--- src/rtl/lfsr_pkg.sv ---
// lfsr_pkg: shared constants and helpers for the parametrised Fibonacci LFSR.
//   - default WIDTH / TAPS / SEED / STEP for lfsr_gen
//   - primitive tap masks for WIDTH 3..32 in this right-shifting Fibonacci form
//     (bit 0 is always tapped; bit k corresponds to polynomial term x^(WIDTH-k))
//   - lfsr_step1: one sub-step, returning the next state and the shifted-out bit
package lfsr_pkg;

  localparam int          LFSR_DEF_WIDTH = 16;
  localparam logic [15:0] LFSR_DEF_TAPS  = 16'h002D;
  localparam logic [15:0] LFSR_DEF_SEED  = 16'hECEB;
  localparam int          LFSR_DEF_STEP  = 1;
  localparam int          LFSR_MAX_WIDTH = 32;

  // Maximal-length masks, indexed by WIDTH. Entries are right-aligned in 32 bits.
  localparam logic [31:0] LFSR_PRIM_TAPS [3:32] = '{
    32'h0000_0003,  // 3
    32'h0000_0003,  // 4
    32'h0000_0005,  // 5
    32'h0000_0003,  // 6
    32'h0000_0003,  // 7
    32'h0000_001D,  // 8
    32'h0000_0011,  // 9
    32'h0000_0009,  // 10
    32'h0000_0005,  // 11
    32'h0000_0941,  // 12
    32'h0000_1601,  // 13
    32'h0000_2A01,  // 14
    32'h0000_0003,  // 15
    32'h0000_002D,  // 16
    32'h0000_0009,  // 17
    32'h0000_0081,  // 18
    32'h0006_2001,  // 19
    32'h0000_0009,  // 20
    32'h0000_0005,  // 21
    32'h0000_0003,  // 22
    32'h0000_0021,  // 23
    32'h0000_0087,  // 24
    32'h0000_0009,  // 25
    32'h0310_0001,  // 26
    32'h0640_0001,  // 27
    32'h0000_0009,  // 28
    32'h0000_0005,  // 29
    32'h2500_0001,  // 30
    32'h0000_0009,  // 31
    32'hC000_0401   // 32
  };

  typedef struct packed {
    logic [31:0] state;    // next state, right-aligned, bits >= width are zero
    logic        out_bit;  // bit shifted out of position 0
  } lfsr_step_t;

  // Table lookup with a zero result for unsupported widths.
  function automatic logic [31:0] lfsr_prim_taps(input int width);
    logic [31:0] taps;
    taps = 32'h0;
    if (width >= 3 && width <= LFSR_MAX_WIDTH) begin
      taps = LFSR_PRIM_TAPS[width];
    end
    return taps;
  endfunction

  // One Fibonacci sub-step: feedback is the parity of the tapped bits and is
  // shifted in at the MSB while bit 0 falls out.
  function automatic lfsr_step_t lfsr_step1(input logic [31:0] state,
                                            input logic [31:0] taps,
                                            input int          width);
    lfsr_step_t  r;
    logic [31:0] msk;
    logic        fb;
    msk       = (width >= 32) ? 32'hFFFF_FFFF : ((32'd1 << width) - 32'd1);
    fb        = ^(state & taps & msk);
    r.out_bit = state[0];
    r.state   = ((state & msk) >> 1) | ({31'd0, fb} << (width - 1));
    return r;
  endfunction

endpackage

--- src/rtl/lfsr_step_unroll.sv ---
// lfsr_step_unroll: purely combinational chain of STEP LFSR sub-steps.
// Ports:
//   state_in  [WIDTH-1:0]  state before the advance
//   state_out [WIDTH-1:0]  state after STEP sub-steps
//   bits_out  [STEP-1:0]   shifted-out bits, bit 0 from the first sub-step
module lfsr_step_unroll
  import lfsr_pkg::*;
#(
  parameter int               WIDTH = LFSR_DEF_WIDTH,
  parameter logic [WIDTH-1:0] TAPS  = LFSR_DEF_TAPS,
  parameter int               STEP  = LFSR_DEF_STEP
) (
  input  logic [WIDTH-1:0] state_in,
  output logic [WIDTH-1:0] state_out,
  output logic [STEP-1:0]  bits_out
);

  logic [WIDTH-1:0] chain [0:STEP];

  assign chain[0] = state_in;

  for (genvar i = 0; i < STEP; i++) begin : g_sub
    lfsr_step_t r;

    assign r            = lfsr_step1(32'(chain[i]), 32'(TAPS), WIDTH);
    assign chain[i + 1] = r.state[WIDTH-1:0];
    assign bits_out[i]  = r.out_bit;

    // The helper works on 32-bit containers; the bits above WIDTH are always zero.
    if (WIDTH < 32) begin : g_hi
      logic unused_hi;
      assign unused_hi = ^r.state[31:WIDTH];
    end
  end

  assign state_out = chain[STEP];

endmodule

--- src/rtl/lfsr_gen.sv ---
// lfsr_gen: parametrised Fibonacci LFSR with seed load and period monitor.
// Ports:
//   clk                     clock
//   rst_n                   asynchronous active-low reset
//   en                      advance the state by STEP sub-steps
//   load                    load load_val as new state and start value (beats en)
//   load_val  [WIDTH-1:0]   value to load; zero is replaced by SEED
//   shift_reg [WIDTH-1:0]   current state
//   rand_bits [STEP-1:0]    bits shifted out by the last advance, bit 0 first
//   wrap                    pulse: last advance returned to the start value
//   period    [WIDTH-1:0]   advances between the two most recent wraps
//   load_err                pulse: a zero load was replaced by SEED
module lfsr_gen
  import lfsr_pkg::*;
#(
  parameter int               WIDTH = LFSR_DEF_WIDTH,
  parameter logic [WIDTH-1:0] TAPS  = LFSR_DEF_TAPS,
  parameter logic [WIDTH-1:0] SEED  = LFSR_DEF_SEED,
  parameter int               STEP  = LFSR_DEF_STEP
) (
  input  logic             clk,
  input  logic             rst_n,
  input  logic             en,
  input  logic             load,
  input  logic [WIDTH-1:0] load_val,
  output logic [WIDTH-1:0] shift_reg,
  output logic [STEP-1:0]  rand_bits,
  output logic             wrap,
  output logic [WIDTH-1:0] period,
  output logic             load_err
);

  localparam logic [WIDTH-1:0] CNT_MAX = {WIDTH{1'b1}};
  localparam logic [WIDTH-1:0] CNT_ONE = {{(WIDTH-1){1'b0}}, 1'b1};

  logic [WIDTH-1:0] start_q;
  logic [WIDTH-1:0] adv_cnt;
  logic [WIDTH-1:0] adv_state;
  logic [STEP-1:0]  adv_bits;
  logic             adv_wraps;
  logic             load_zero;
  logic [WIDTH-1:0] load_state;

  lfsr_step_unroll #(
    .WIDTH (WIDTH),
    .TAPS  (TAPS),
    .STEP  (STEP)
  ) u_unroll (
    .state_in  (shift_reg),
    .state_out (adv_state),
    .bits_out  (adv_bits)
  );

  // A zero state would lock up, so it is never allowed in.
  assign load_zero  = (load_val == '0);
  assign load_state = load_zero ? SEED : load_val;

  assign adv_wraps  = (adv_state == start_q);

  // adv_cnt holds the advances since the start value, excluding the current
  // one, so the period reported on a wrap is adv_cnt + 1.
  always_ff @(posedge clk or negedge rst_n) begin
    if (!rst_n) begin
      shift_reg <= SEED;
      start_q   <= SEED;
      rand_bits <= '0;
      wrap      <= 1'b0;
      period    <= '0;
      load_err  <= 1'b0;
      adv_cnt   <= '0;
    end else if (load) begin
      shift_reg <= load_state;
      start_q   <= load_state;
      adv_cnt   <= '0;
      wrap      <= 1'b0;
      load_err  <= load_zero;
    end else if (en) begin
      shift_reg <= adv_state;
      rand_bits <= adv_bits;
      load_err  <= 1'b0;
      if (adv_wraps) begin
        wrap    <= 1'b1;
        period  <= adv_cnt + CNT_ONE;
        adv_cnt <= '0;
      end else begin
        wrap <= 1'b0;
        if (adv_cnt != CNT_MAX) begin
          adv_cnt <= adv_cnt + CNT_ONE;
        end
      end
    end else begin
      wrap     <= 1'b0;
      load_err <= 1'b0;
    end
  end

endmodule

--- config.mk ---
export PLATFORM = sky130hd
export DESIGN_NAME = lfsr_gen
export DESIGN_NICKNAME = d
export VERILOG_FILES = /design/src/rtl/lfsr_pkg.sv /design/src/rtl/lfsr_step_unroll.sv /design/src/rtl/lfsr_gen.sv
export SDC_FILE = /design/constraint.sdc
export NUM_CORES = 1
export LEC_CHECK = 0
export CORE_UTILIZATION = 30
export CTS_CLUSTER_DIAMETER = 60
export DETAILED_ROUTE_END_ITERATION = 7
export HOLD_SLACK_MARGIN = 0.08
export PLACE_DENSITY = 0.55
export SLEW_MARGIN = 20
export SYNTH_ARGS = -nofsm -noshare
export SYNTH_HDL_FRONTEND = slang
export SYNTH_SLANG_ARGS = --single-unit
export TNS_END_PERCENT = 20
--- constraint.sdc ---
create_clock -name clk -period 2.9 [get_ports clk]
set_clock_uncertainty 0.1 [all_clocks]
set_input_delay 0.58 -clock clk [delete_from_list [all_inputs] [get_ports clk]]
set_output_delay 0.58 -clock clk [all_outputs]
set_load 0.05 [all_outputs]
==> flow_metrics.env, run 1 <==
export IMPL_hold_viol=0
export IMPL_switchingPower_uw=727
export IMPL_grt_usage=0.149
export IMPL_fp_row_count=39
export IMPL_start_util=0.310
export IMPL_met3_usage=0.0399
export IMPL_root_buffer="clkbuf_16"
export IMPL_floorplan_die_width_um=111
export IMPL_p_clk_frac=0.430
export IMPL_globalplace_congestion=0.772
export IMPL_portBuffers=54
export IMPL_grt_pass1_vias=2883
export IMPL_grtUsageMet2=0.241
export IMPL_wirelength_mm=8.58
export IMPL_grt_max_degree=68
export IMPL_dp_cells=553
export IMPL_relSlewSlack=0.538
export IMPL_gr_max_usage_layer="met2"
export IMPL_synth_seq_area_share=0.480
export IMPL_syn_num_nets=393
export IMPL_use_met1=0.196
export IMPL_holdWs_ns=0.166
export IMPL_drc=0
export IMPL_crit_type="input port to flop"
export IMPL_p_int_mw=1.85
export IMPL_syn_area_um2=3550
export IMPL_synth_area_top_cells="dfrtp_1 32%, dfstp_2 16%, o21ai_0 7.6%"
export IMPL_period_needed_ns=2.61
export IMPL_fillCellCount=1157
export IMPL_cp_max_fo=2
export IMPL_ys_seq_elements=67
export IMPL_rr_startpoint="shift_reg[1]"
export IMPL_path_common_cell="nor4_1"
export IMPL_synth_edf_count=0
export IMPL_core_area_um2=11500
export IMPL_nNetsFinal=442
export IMPL_p_leak_nw=1.81
export IMPL_synthArstFlopShare=1.00
export IMPL_ys_dominant_reg_cell="dfrtp_1"
export IMPL_htreeDepth=3
export IMPL_arrival_ns=2.76
export IMPL_area_growth_pct=26.9
export IMPL_diodes=0
export IMPL_dpl_cell_area_um2=4210
export IMPL_tritoncts="built"
export IMPL_die_area_um2=12300
export IMPL_fin_crit_sh=0.899
export IMPL_syn_avg_cell_area_um2=9.55
export IMPL_ff2ff_setup_slack_ns=0.61
export IMPL_status="complete, no violations"
export IMPL_first_pass_iters=4
export IMPL_pwr_share_seq=0.414
export IMPL_tightest_slew_ns=0.687
export IMPL_layout_drive_gt1_share=0.171
export IMPL_route_vias_total=2827
export IMPL_ctsLongestPathBuffers=2
export IMPL_synth_cells=372
export IMPL_cpPeakStageDelay_ns=0.58
export IMPL_maxCapViolCount=0
export IMPL_power_per_cell_area_nw_per_um2=571
export IMPL_slew_viol_final=0
export IMPL_yosys_area_top_type="dfrtp_1"
export IMPL_fin_util=0.393
export IMPL_total_power_mw=2.57
export IMPL_critPathLaunchType="input port"
export IMPL_clock_latency_ns=0.33
export IMPL_crit_family="simple AND/OR/NAND/NOR gates"
export IMPL_crit_chain="clkdlybuf4s50_1 > nor4_1 > nand4_1 > nor4_1 > nor3_1 > o21a_1 > a21oi_1"
export IMPL_cts_hold_buf=0
export IMPL_critPathCaptureType="flop"
export IMPL_cts_reportedPaths_clkPinSlew_ns=0.06
export IMPL_max_freq_mhz=384
export IMPL_cts_buffers=9
export IMPL_rsz0062_at_grt="false"
export IMPL_cp_slowest_cell="nor4_1"
export IMPL_final_cells=569
export IMPL_reg2reg_depth=6
export IMPL_cts_resized=0
export IMPL_antenna_found_initial=0
export IMPL_final_area_um2=4510
export IMPL_switching_share=0.283
export IMPL_synth_cell_type_count=48
export IMPL_grt_pass1_wl_mm=14.6
export IMPL_cts_sinks=67
export IMPL_drtAntennaViolNets=0
export IMPL_drt_wirelength_per_cell_um=15.1
export IMPL_cts_setup_buffers=0
export IMPL_hpwlAfterDp_mm=5.80
export IMPL_finalSetupViolCount=0
export IMPL_yosysTopAreaCellShare=0.317
export IMPL_cp_buffers_inverters=1
export IMPL_overflow=0
export IMPL_yosysMostFrequentCell="nand2_1"
export IMPL_drtIter0Drc=107
export IMPL_fp_dieH_um=111
export IMPL_hold_path_class="input port to asynchronous set/reset pin"
export IMPL_required_ns=3.05
export IMPL_comb_power_share=0.156
export IMPL_ioPinCount=55
export IMPL_vias_per_cell=4.97
export IMPL_synth_yosys_warnings=0
export IMPL_synth_commonest_cells="57 x nand2_1, 54 x o21ai_0, 45 x dfrtp_1, 22 x dfstp_2, 22 x xnor2_1"
export IMPL_peakVddDrop_mv=0.357
export IMPL_r2r_end="period[1]"
[cells by family after synthesis]
kind of cell             count (synthesis)  share of synthesized area
AND/OR/NAND/NOR                        130                      0.192
AO/OA/AOI/OAI                           86                      0.135
flip-flops                              67                      0.480
buffers and inverters                   37                     0.0511
XOR/XNOR                                33                     0.0835
multiplexers                            18                     0.0553
adder cells (fa/ha/maj)                  1                    0.00352
[worst max path at each step]
stage / slack [ns] / end / cells past startpoint / from
floorplan: 0.66 / period[1] / 6 / shift_reg[6]
global placement: -0.13 / shift_reg[15] / 7 / load_val[2]
detailed placement: -0.07 / shift_reg[15] / 7 / load_val[2]
CTS: 0.25 / shift_reg[15] / 7 / load_val[2]
global route: 0.18 / shift_reg[15] / 7 / load_val[2]
finish: 0.29 / shift_reg[15] / 7 / load_val[2]
[placed cells by master (no fill, tap or decap), drive strengths merged, types with 12 or more instances in the layout]
master / instances
clkdlybuf4s50: 52
buf: 12
mux2: 13
a21oi: 12
nand4: 15
o21ai: 55
nand2: 58
dfstp: 22
xnor2: 23
dfrtp: 45
inv: 14
[final cells by class]
type | instances | area (um2) | share of cell area
flip-flops and latches | 67 | 1700 | 0.378
clock inverters | 7 | 75.1 | 0.0166
inverters | 11 | 41.3 | 0.00916
well taps | 143 | 179 | 0.0397
multi-input cells | 268 | 1670 | 0.370
clock buffers | 9 | 225 | 0.0499
repair buffers | 64 | 618 | 0.137
[layer usage]
layer,wire length (um),vias to the layer above
met5,0,-
met3,323,6
li1,-,1394
met2,4010,67
met4,74,0
met1,4170,1360
[metrics by stage]
step	TNS, ns	worst slack [ns]
6_report	0	0.293
5_1_grt	0	0.182
4_1_cts	0	0.253
3_5_place_dp	-0.0750	-0.0750
3_3_place_gp	-0.134	-0.134
2_1_floorplan	0	0.661
[power groups by stage]
| stage | Clock [mW] | Combinational [mW] | Sequential (mW) |
|---|---|---|---|
| final | 1.11 | 0.401 | 1.07 |
| after global routing | 1.19 | 0.436 | 1.07 |
| after CTS | 1.14 | 0.408 | 1.07 |
| after detailed placement | 0 | 0.405 | 1.08 |
| after global placement | 0 | 0.401 | 1.08 |
| after floorplan | 0 | 0.174 | 1.16 |
Power figures use the tool's default switching activity.
==> inputs of run 2 (changes only) <==
--- a/config.mk
+++ b/config.mk
@@ -5,6 +5,7 @@
 export SDC_FILE = /design/constraint.sdc
 export NUM_CORES = 1
 export LEC_CHECK = 0
+export CORE_ASPECT_RATIO = 0.7
 export CORE_UTILIZATION = 30
 export CTS_CLUSTER_DIAMETER = 60
 export DETAILED_ROUTE_END_ITERATION = 7
==> flow_metrics.env, run 2 (synthesis gave the netlist of run 1 again) <==
export IMPL_total_power_mw=2.60
export IMPL_area_growth_pct=27.3
export IMPL_cp_slowest_cell="clkdlybuf4s50_1"
export IMPL_drt_wirelength_per_cell_um=15.3
export IMPL_met1_length_mm=4.71
export IMPL_globalplace_congestion=0.809
export IMPL_overflow=0
export IMPL_clock_latency_ns=0.33
export IMPL_nNetsFinal=442
export IMPL_grt_usage=0.157
export IMPL_power_per_cell_area_nw_per_um2=575
export IMPL_fp_dieH_um=93.0
export IMPL_highest_layer="met4"
export IMPL_p_leak_nw=1.81
export IMPL_grt_pass1_wl_mm=15.0
export IMPL_drtAntennaViolNets=0
export IMPL_start_util=0.316
export IMPL_switchingPower_uw=713
export IMPL_place_worst_setup_slack_ns=0.387
export IMPL_grt_pass1_vias=2788
export IMPL_wl_met3_um=414
export IMPL_cts_reportedPaths_clkPinSlew_ns=0.06
export IMPL_portBuffers=54
export IMPL_period_needed_ns=2.44
export IMPL_rsz0062_at_grt="false"
export IMPL_finalSetupViolCount=0
export IMPL_floorplan_die_width_um=132
export IMPL_crit_type="flop to output pin"
export IMPL_final_common_cell="nand2_1"
export IMPL_p_clk_frac=0.431
export IMPL_layout_drive_gt1_share=0.171
export IMPL_cp_max_fo=5
export IMPL_route_vias_total=2850
export IMPL_drc=0
export IMPL_critPathLaunchType="flop"
export IMPL_die_area_um2=12300
export IMPL_cts_resized=0
export IMPL_ioPinCount=55
export IMPL_cts_buffers=9
export IMPL_tightest_slew_ns=0.860
export IMPL_fp_row_count=32
export IMPL_crit_family="buffers and inverters"
export IMPL_maxCapViolCount=0
export IMPL_comb_power_share=0.159
export IMPL_status="complete, no violations"
export IMPL_grt_max_degree=68
export IMPL_cp_buffers_inverters=1
export IMPL_p_int_mw=1.89
export IMPL_fin_crit_sh=0.841
export IMPL_required_ns=2.22
export IMPL_crit_chain="clkdlybuf4s50_1"
export IMPL_dpl_cell_area_um2=4210
export IMPL_drtIter0Drc=222
export IMPL_cts_hold_buf=0
export IMPL_antenna_found_initial=0
export IMPL_final_cell_mix="57 x nand2_1, 54 x o21ai_0, 52 x clkdlybuf4s50_1, 45 x dfrtp_1"
export IMPL_cts_sinks=67
export IMPL_peakVddDrop_mv=0.285
export IMPL_switching_share=0.274
export IMPL_hold_viol=0
export IMPL_setup_ws_ns=0.460
export IMPL_hpwlAfterDp_mm=6.25
export IMPL_first_pass_iters=4
export IMPL_htreeDepth=3
export IMPL_root_buffer="clkbuf_16"
export IMPL_arrival_ns=1.76
export IMPL_final_area_um2=4520
export IMPL_core_area_um2=11300
export IMPL_hold_path_class="input port to asynchronous set/reset pin"
export IMPL_vias_per_cell=4.92
export IMPL_pwr_share_seq=0.410
export IMPL_slew_viol_final=0
export IMPL_diodes=0
export IMPL_critPathCaptureType="output pin"
export IMPL_max_freq_mhz=410
export IMPL_fin_setup_tns_ns=0
export IMPL_ctsLongestPathBuffers=2
export IMPL_cpPeakStageDelay_ns=0.83
export IMPL_wirelength_mm=8.85
export IMPL_tritoncts="built"
export IMPL_route_met2_wl_mm=3.64
export IMPL_cts_setup_buffers=0
export IMPL_relSlewSlack=0.427
-- run 2: cell types whose count changed in the layout (fill, tap and decap cells not counted), sizes merged --
| cell | before | now |
|---|---|---|
| clkbuf | 9 | 11 |
| inv | 14 | 12 |
-- run 2: area by class of cell --
class | instances | area (um2)
well taps | 153 | 191
inverters | 11 | 41.3
fillers | 1104 | 6730
multi-input cells | 268 | 1670
flip-flops and latches | 67 | 1700
clock inverters | 5 | 60.1
clock buffers | 11 | 253
repair buffers | 64 | 606
-- run 2: layer usage --
metal	track usage	vias to the layer above
met5	0	-
met4	0.0494	0
met1	0.234	1372
li1	-	1411
met2	0.219	60
met3	0.0358	7
-- run 2: final timing paths --
kind                            slack [ns]  depth (start not counted)           end         start
worst max-delay path                  0.46                          1  shift_reg[3]  shift_reg[3]
worst min-delay path                  0.34                          2    start_q[9]         rst_n
worst max register to register        0.62                          6     period[1]  shift_reg[1]
worst min register to register        0.38                          2    period[14]    period[14]
max in group asynchronous             1.80                          2    period[12]         rst_n
min in group clk                      0.38                          2    period[14]    period[14]
-- run 2: stage by stage --
step	util	cells	hold slack, ns
2_1_floorplan	-	372	0.184
3_3_place_gp	0.374	563	0.364
3_5_place_dp	0.374	563	0.374
4_1_cts	0.402	579	0.374
5_1_grt	0.402	579	0.410
6_report	0.402	579	0.344
-- run 2: power by group through the flow --
stage                     Clock, mW  Combinational, mW  Sequential, mW
final                          1.12              0.414            1.07
after global placement            0              0.414            1.08
after CTS                      1.16              0.416            1.07
after floorplan                   0              0.174            1.16
after global routing           1.19              0.446            1.07
after detailed placement          0              0.414            1.08
==> inputs of run 3 (changes only) <==
--- a/config.mk
+++ b/config.mk
@@ -10,7 +10,7 @@
 export CTS_CLUSTER_DIAMETER = 60
 export DETAILED_ROUTE_END_ITERATION = 7
 export HOLD_SLACK_MARGIN = 0.08
-export PLACE_DENSITY = 0.55
+export PLACE_DENSITY = 0.56
 export SLEW_MARGIN = 20
 export SYNTH_ARGS = -nofsm -noshare
 export SYNTH_HDL_FRONTEND = slang
==> constraint.sdc (replaced) <==
create_clock -name clk -period 2.2 [get_ports clk]
set_clock_uncertainty 0.1 [all_clocks]
set_input_delay 0.44 -clock clk [delete_from_list [all_inputs] [get_ports clk]]
set_output_delay 0.44 -clock clk [all_outputs]
set_load 0.05 [all_outputs]
==> flow_metrics.env, run 3 (synthesis gave the netlist of run 1 again) <==
export IMPL_status="complete, no violations"
export IMPL_wirelength_mm=9.10
export IMPL_area_growth_pct=32.9
export IMPL_slew_viol_final=0
export IMPL_cp_buffers_inverters=1
export IMPL_final_cell_mix="57 x nand2_1, 54 x o21ai_0, 45 x dfrtp_1, 38 x clkdlybuf4s50_1, 37 x buf_4"
export IMPL_setup_ws_ns=0.0553
export IMPL_rsz0062_at_grt="true"
export IMPL_dp_cells=580
export IMPL_cts_buffers=9
export IMPL_crit_type="flop to output pin"
export IMPL_nNetsFinal=461
export IMPL_tightest_slew_ns=0.504
export IMPL_globalplace_congestion=0.789
export IMPL_hp_start="period[9]"
export IMPL_tritoncts="built"
export IMPL_holdPathStages=2
export IMPL_clock_latency_ns=0.34
export IMPL_place_worst_setup_slack_ns=-0.107
export IMPL_total_power_mw=3.44
export IMPL_portBuffers=54
export IMPL_fin_crit_sh=0.975
export IMPL_required_ns=1.66
export IMPL_cts_sinks=67
export IMPL_holdWs_ns=0.378
export IMPL_diodes=0
export IMPL_maxCapViolCount=0
export IMPL_hold_path_end="period[9]"
export IMPL_fp_dieH_um=93.0
export IMPL_drt_wirelength_per_cell_um=15.2
export IMPL_die_area_um2=12300
export IMPL_root_buffer="clkbuf_16"
export IMPL_peakVddDrop_mv=0.334
export IMPL_crit_chain="clkdlybuf4s50_1"
export IMPL_fin_setup_tns_ns=0
export IMPL_grt_usage=0.160
export IMPL_ctsLongestPathBuffers=2
export IMPL_antenna_found_initial=0
export IMPL_period_needed_ns=2.14
export IMPL_fp_row_count=32
export IMPL_hpwlAfterDp_mm=6.41
export IMPL_grtUsageMet2=0.227
export IMPL_r2r_end="adv_cnt[11]"
export IMPL_gr_max_usage_layer="met1"
export IMPL_fin_util=0.420
export IMPL_start_util=0.316
export IMPL_grt_pass1_vias=2886
export IMPL_hold_viol=0
export IMPL_final_cells=598
export IMPL_met3_usage=0.0374
export IMPL_first_pass_iters=4
export IMPL_rr_startpoint="shift_reg[5]"
export IMPL_finalSetupViolCount=0
export IMPL_cp_max_fo=4
export IMPL_cpPeakStageDelay_ns=0.83
export IMPL_cp_slowest_cell="clkdlybuf4s50_1"
export IMPL_p_leak_nw=1.97
export IMPL_ioPinCount=55
export IMPL_reg2reg_depth=8
export IMPL_overflow=0
export IMPL_drtIter0Drc=206
export IMPL_power_per_cell_area_nw_per_um2=728
export IMPL_grt_pass1_wl_mm=15.2
export IMPL_floorplan_die_width_um=132
export IMPL_core_area_um2=11300
export IMPL_cts_reportedPaths_clkPinSlew_ns=0.06
export IMPL_dpl_cell_area_um2=4360
export IMPL_ff2ff_setup_slack_ns=0.13
export IMPL_htreeDepth=3
export IMPL_drc=0
export IMPL_arrival_ns=1.60
export IMPL_max_freq_mhz=466
export IMPL_final_area_um2=4720
export IMPL_use_met1=0.234
export IMPL_fillCellCount=1100
export IMPL_crit_family="buffers and inverters"
export IMPL_drtAntennaViolNets=0
export IMPL_grt_max_degree=68
export IMPL_layout_drive_gt1_share=0.247
export IMPL_final_common_cell="nand2_1"
export IMPL_hold_path_class="flop to flop"
export IMPL_vias_per_cell=4.83
export IMPL_critPathLaunchType="flop"
export IMPL_route_vias_total=2888
export IMPL_critPathCaptureType="output pin"
export IMPL_relSlewSlack=0.663
==> run 3: area by class of cell <==
class / instances / area (um2) / area share
inverters: 11 / 41.3 / 0.00874
multi-input cells: 268 / 1710 / 0.361
well taps: 153 / 191 / 0.0405
clock buffers: 9 / 225 / 0.0477
clock inverters: 7 / 76.3 / 0.0162
repair buffers: 83 / 771 / 0.163
flip-flops and latches: 67 / 1710 / 0.362
==> run 3: how the worst max path moves through the flow <==
stage | from | end | slack, ns | cells after the start
floorplan | shift_reg[5] | period[1] | -0.03 | 6
global placement | load_val[8] | shift_reg[5] | -0.02 | 8
detailed placement | load_val[0] | shift_reg[15] | -0.11 | 8
CTS | shift_reg[9] | shift_reg[9] | 0.03 | 2
global route | shift_reg[5] | adv_cnt[3] | -0.01 | 8
finish | shift_reg[8] | shift_reg[8] | 0.06 | 1
==> run 3: what timing repair did <==
item,4_1_cts,5_1_grt
endpoints found under the hold margin,45,0
setup buffers,0,1
hold buffers,1,0
resized for setup,1,6
endpoints found under the setup margin,3,33
pin swaps,1,0
==> run 3: power by group <==
part | switching [mW] | internal [mW] | total [mW]
Clock | 0.579 | 0.887 | 1.47
Combinational | 0.332 | 0.232 | 0.564
Sequential | 0.0764 | 1.33 | 1.41
==> run 3: worst min-delay path: stages, from the launching register on <==
cell and delay [ns]:
dfrtp_1 0.34, nand2_1 0.05, o21ai_0 0.06
==> run 3: routing by layer <==
layer | wire [um] | vias to the layer above
met3 | 355 | 9
met2 | 3800 | 57
met5 | 0 | -
met1 | 4820 | 1380
met4 | 123 | 0
li1 | - | 1442
